## src/rtl/pipeline_pkg.sv

```systemverilog
// Shared types and constants for the 5-stage pipeline control slice.
// Holds the sequencer state encoding and register/NOP constants.
package pipeline_pkg;

  typedef enum logic [1:0] {
    RUN      = 2'b00,
    MEM_WAIT = 2'b01,
    ERROR    = 2'b10
  } state_e;

  localparam int unsigned REG_W = 5;
  localparam logic [REG_W-1:0] REG_ZERO = 5'd0;
  localparam logic [31:0] NOP_INSTR = 32'h0000_0013;

endpackage

```

## src/rtl/sat_counter.sv

```systemverilog
// Saturating up-counter used for pipeline performance statistics.
// Holds at all-ones instead of wrapping.
module sat_counter #(
  parameter int W = 16
) (
  input  logic         clk,
  input  logic         rst_n,
  input  logic         inc,
  output logic [W-1:0] count
);

  logic [W-1:0] count_q, count_d;

  always_comb begin
    count_d = count_q;
    if (inc && (count_q != {W{1'b1}}))
      count_d = count_q + 1'b1;
  end

  always_ff @(posedge clk or negedge rst_n) begin
    if (!rst_n)
      count_q <= '0;
    else
      count_q <= count_d;
  end

  assign count = count_q;

endmodule

```

## src/rtl/hazard_controller.sv

```systemverilog
// Pipeline sequencer: load-use bubbles, branch flushes, memory freezes,
// timeout error state and saturating stall/flush statistics.
module hazard_controller
  import pipeline_pkg::*;
#(
  parameter int MEM_TIMEOUT = 16,
  parameter int CNT_W       = 16
) (
  input  logic             clk,
  input  logic             rst_n,
  input  logic [REG_W-1:0] id_rs,
  input  logic [REG_W-1:0] id_rt,
  input  logic             id_uses_rt,
  input  logic             id_valid,
  input  logic             ex_mem_read,
  input  logic [REG_W-1:0] ex_rt,
  input  logic             branch_taken,
  input  logic             mem_req,
  input  logic             mem_ready,
  output logic             pc_write,
  output logic             ifid_write,
  output logic             ifid_flush,
  output logic             idex_bubble,
  output logic             pipe_freeze,
  output logic [CNT_W-1:0] stall_cycles,
  output logic [CNT_W-1:0] flush_count,
  output logic             mem_error
);

  localparam logic [15:0] TIMEOUT = 16'(MEM_TIMEOUT);

  state_e      state_q, state_d;
  logic [15:0] wait_q, wait_d;
  logic        luh, mst, hold;

  always_comb begin
    luh = id_valid & ex_mem_read & (ex_rt != REG_ZERO)
        & ((ex_rt == id_rs) | (id_uses_rt & (ex_rt == id_rt)));
    mst  = mem_req & ~mem_ready;
    hold = mst | ((state_q == MEM_WAIT) & ~mem_ready);

    pc_write    = 1'b1;
    ifid_write  = 1'b1;
    ifid_flush  = 1'b0;
    idex_bubble = 1'b0;
    pipe_freeze = 1'b0;
    state_d     = RUN;
    wait_d      = '0;

    // Overlapping conditions resolve by order: reset, error, freeze,
    // branch, load-use.
    priority case (1'b1)
      !rst_n: begin
        pc_write    = 1'b0;
        ifid_write  = 1'b0;
        pipe_freeze = 1'b1;
      end
      state_q == ERROR: begin
        pc_write    = 1'b0;
        ifid_write  = 1'b0;
        pipe_freeze = 1'b1;
        state_d     = ERROR;
        wait_d      = wait_q;
      end
      hold: begin
        pc_write    = 1'b0;
        ifid_write  = 1'b0;
        pipe_freeze = 1'b1;
        wait_d      = wait_q + 16'd1;
        state_d     = (wait_d == TIMEOUT) ? ERROR : MEM_WAIT;
      end
      branch_taken: begin
        ifid_flush  = 1'b1;
        idex_bubble = 1'b1;
      end
      luh: begin
        pc_write    = 1'b0;
        ifid_write  = 1'b0;
        idex_bubble = 1'b1;
      end
      default: ;
    endcase
  end

  always_ff @(posedge clk or negedge rst_n) begin
    if (!rst_n) begin
      state_q <= RUN;
      wait_q  <= '0;
    end else begin
      state_q <= state_d;
      wait_q  <= wait_d;
    end
  end

  assign mem_error = (state_q == ERROR);

  sat_counter #(.W(CNT_W)) u_stall_cnt (
    .clk   (clk),
    .rst_n (rst_n),
    .inc   (~pc_write),
    .count (stall_cycles)
  );

  sat_counter #(.W(CNT_W)) u_flush_cnt (
    .clk   (clk),
    .rst_n (rst_n),
    .inc   (ifid_flush),
    .count (flush_count)
  );

endmodule

```

## config.mk

```make
export PLATFORM = sky130hd
export DESIGN_NAME = hazard_controller
export DESIGN_NICKNAME = d
export VERILOG_FILES = /design/src/rtl/pipeline_pkg.sv /design/src/rtl/sat_counter.sv /design/src/rtl/hazard_controller.sv
export SDC_FILE = /design/constraint.sdc
export NUM_CORES = 1
export LEC_CHECK = 0
export BUFFER_PORTS_ARGS = -buffer_cell sky130_fd_sc_hd__buf_2
export CAP_MARGIN = 25
export CORE_ASPECT_RATIO = 0.8
export CORE_UTILIZATION = 54
export CTS_CLUSTER_SIZE = 8
export DETAILED_ROUTE_END_ITERATION = 16
export GPL_TIMING_DRIVEN = 1
export PLACE_DENSITY = 0.79
export SLEW_MARGIN = 25
export SYNTH_ARGS = -nofsm -noshare
export SYNTH_HDL_FRONTEND = slang
export SYNTH_SLANG_ARGS = --single-unit
```

## constraint.sdc

```tcl
create_clock -name clk -period 2.2 [get_ports clk]
set_input_delay 0.22 -clock clk [delete_from_list [all_inputs] [get_ports clk]]
set_output_delay 0.22 -clock clk [all_outputs]
set_load 0.03 [all_outputs]
```

==> impl_metrics.env <==
export IMPL_worst_pin_slew_ps=650
export IMPL_row_count=23
export IMPL_r2r_cells=6
export IMPL_period_needed_ps=2040
export IMPL_p_per_area_nw_per_um2=770
export IMPL_numCtsBuffers=5
export IMPL_ant_nets=0
export IMPL_timing_rr_end="state_q[1]"
export IMPL_rrSetupSlack_ps=160
export IMPL_cp_end_kind="flip-flop"
export IMPL_grt_overflow=0
export IMPL_criticalPathCategory="flip-flop to flip-flop"
export IMPL_skew_ps=7.75
export IMPL_worst_path_largest_cell_delay_ps=440
export IMPL_grt_use_total_pct=22.2
export IMPL_wire_per_inst_um=13.6
export IMPL_max_clock_path_buffers=2
export IMPL_path_max_fanout=6
export IMPL_reg2reg_from="wait_q[2]"
export IMPL_hold_class="input pin to flip-flop"
export IMPL_post_route_drc_count=0
export IMPL_cap_violations=0
export IMPL_final_hold_violation_count=0
export IMPL_required_ps=2440
export IMPL_cts_sink_count=50
export IMPL_clk_pin_slew_ps=100
export IMPL_netlist_area_um2=2800
export IMPL_antenna_found_initial=0
export IMPL_fp_dieArea_um2=5480
export IMPL_start_kind="flip-flop"
export IMPL_rsz0062_at_grt="no"
export IMPL_synth_seq_cells=50
export IMPL_synth_main_ff_cell="dfrtp_1"
export IMPL_io_pins=61
export IMPL_status="finished clean"
export IMPL_grt_pass1_vias=2035
export IMPL_fmax_mhz=491
export IMPL_core_area_um2=5010
export IMPL_min_path_cells=3
export IMPL_seq_area_frac_synth_pct=44.7
export IMPL_layout_cells_non_filler=430
export IMPL_vias_per_cell=5.50
export IMPL_arrival_ps=2270
export IMPL_num_vias=2365
export IMPL_setup_violations=0
export IMPL_synth_cells=300
export IMPL_area_delta_synth_final_pct=18.9
export IMPL_grt_max_degree=44
export IMPL_hold_slack_ps=304
export IMPL_ys_warn_count=0
export IMPL_dieWidth_um=82.5
export IMPL_dr_pass1_iters=4
export IMPL_crit_chain="nand3_1 -> or3b_1 -> a2111oi_0 -> o21ai_0 -> nor2_1 -> a41o_1"
export IMPL_slew_viol_final=0
export IMPL_p_leak_nw=1.61
export IMPL_relSlewSlack_pct=56.6
export IMPL_min_to="u_flush_cnt.count[0]"
export IMPL_first_iter_violations=136
export IMPL_root_buffer="clkbuf_8"
export IMPL_routed_wl_um=5830
export IMPL_portBuffers=60
export IMPL_die_y_um=66.4
export IMPL_dp_hpwl_um=4280
export IMPL_period_share_pct=92.5
export IMPL_start_util_pct=55.9
export IMPL_gp_congestion=0.824
export IMPL_min_from="branch_taken"
export IMPL_cts_tree="yes"
export IMPL_dp_cells=419
export IMPL_final_nets=393
export IMPL_htree_levels=2
export IMPL_drive_above_1_share_pct=26.6
export IMPL_clkLatencyLatePin_ps=300
export IMPL_slowest_stage="a2111oi_0"
export IMPL_finalSetupTns_ps=0
export IMPL_syn_nets=326
export IMPL_synth_edff_count=0
export IMPL_diodes=0
export IMPL_async_reset_ff_share_pct=100
export IMPL_grt_first_pass_wirelength_um=9230
export IMPL_synth_avg_cell_area_um2=9.33
export IMPL_yosysUniqueCellTypes=44
export IMPL_irDropWorstVdd_mv=0.559
==> worst max-delay path by stage <==
stage | startpoint | to | cells past startpoint
after floorplan | state_q[0] | u_stall_cnt.count[12] | 7
after global placement | ex_rt[3] | u_stall_cnt.count[14] | 8
after detailed placement | ex_rt[3] | u_stall_cnt.count[12] | 8
after CTS | rst_n | u_flush_cnt.count[15] | 8
after global routing | wait_q[3] | wait_q[15] | 6
final | wait_q[2] | state_q[1] | 6
==> flip-flops by register name (all words and copies together) (netlist names) <==
name / cells
state_q: 2
u_flush_cnt.count: 16
u_stall_cnt.count: 16
wait_q: 16
==> cell families after synthesis <==
kind of cell / after synthesis / share of synthesized area, %
AO/OA/AOI/OAI: 45 / 10.9
XOR/XNOR: 43 / 13.4
adder cells (fa/ha/maj): 3 / 1.34
buffers and inverters: 25 / 3.80
flip-flops: 50 / 44.7
multiplexers: 3 / 1.34
AND/OR/NAND/NOR: 131 / 24.5
==> metal layers <==
metal | track usage, % | part of all wire (%) | vias to the layer above
met1 | 31.0 | 48 | 1117
met3 | 4.83 | 5.8 | 5
met4 | 3.88 | 0.48 | 0
met5 | 0 | 0 | -
li1 | - | - | 1168
met2 | 35.6 | 46 | 75
==> placed cells by master (no fill, tap or decap), types with 6 or more instances in the layout <==
| cell type | n |
|---|---|
| buf_2 | 59 |
| nor2_1 | 25 |
| xnor2_1 | 16 |
| nand4_1 | 6 |
| nand3_1 | 17 |
| nor3_1 | 10 |
| inv_1 | 13 |
| buf_4 | 11 |
| xor2_1 | 27 |
| nand2_1 | 39 |
| o21ai_0 | 24 |
| dfrtp_1 | 50 |
==> stage by stage <==
stage	total power, mW	setup slack [ps]	cell area (µm²)	utilization [%]
5_1_grt	2.70	50.1	3330	66.5
4_1_cts	2.57	40.5	3290	65.7
2_1_floorplan	1.76	17.2	2800	-
3_5_place_dp	2.03	86.5	3190	63.7
6_report	2.56	165	3330	66.5
3_3_place_gp	2.00	145	3190	63.7
==> synthesized netlist by cell type (all sizes together), types with 5 or more instances <==
library cell / instances / share of area (%)
dfrtp: 50 / 45
nand2: 39 / 5.2
xor2: 27 / 8.4
nor2: 26 / 3.8
o21ai: 24 / 4.3
nand3: 17 / 3.0
xnor2: 16 / 5.0
nor3: 15 / 3.4
inv: 13 / 1.7
nor4: 10 / 3.4
clkbuf: 9 / 1.2
nand4: 6 / 1.3
a21oi: 5 / 0.89
==> power by group <==
part | internal (mW) | switching (mW) | leakage, nW
registers | 1.05 | 0.163 | 0.657
clock network | 0.224 | 0.320 | 0.0441
logic | 0.280 | 0.526 | 0.907
==> timing repair <==
action	4_1_cts	5_1_grt
gates resized for setup	0	5
endpoints found under the setup margin	0	20
buffers inserted	0	2
hold buffers	1	0
hold endpoints to repair	7	0
==> layout make-up <==
type	count	area (µm²)
clock buffer	5	68.8
clock inverter	3	21.3
fill	410	1680
inverter	13	48.8
multi-input combinational	225	1470
sequential	50	1250
tap	62	77.6
timing repair buffer	72	395
==> worst max-delay path: cells and delay by family (launching register included) <==
kind	cells	cell delay, ps
AO/OA/AOI/OAI	3	800
flip-flops	1	430
AND/OR/NAND/NOR	3	750
Power figures use the tool's default switching activity.
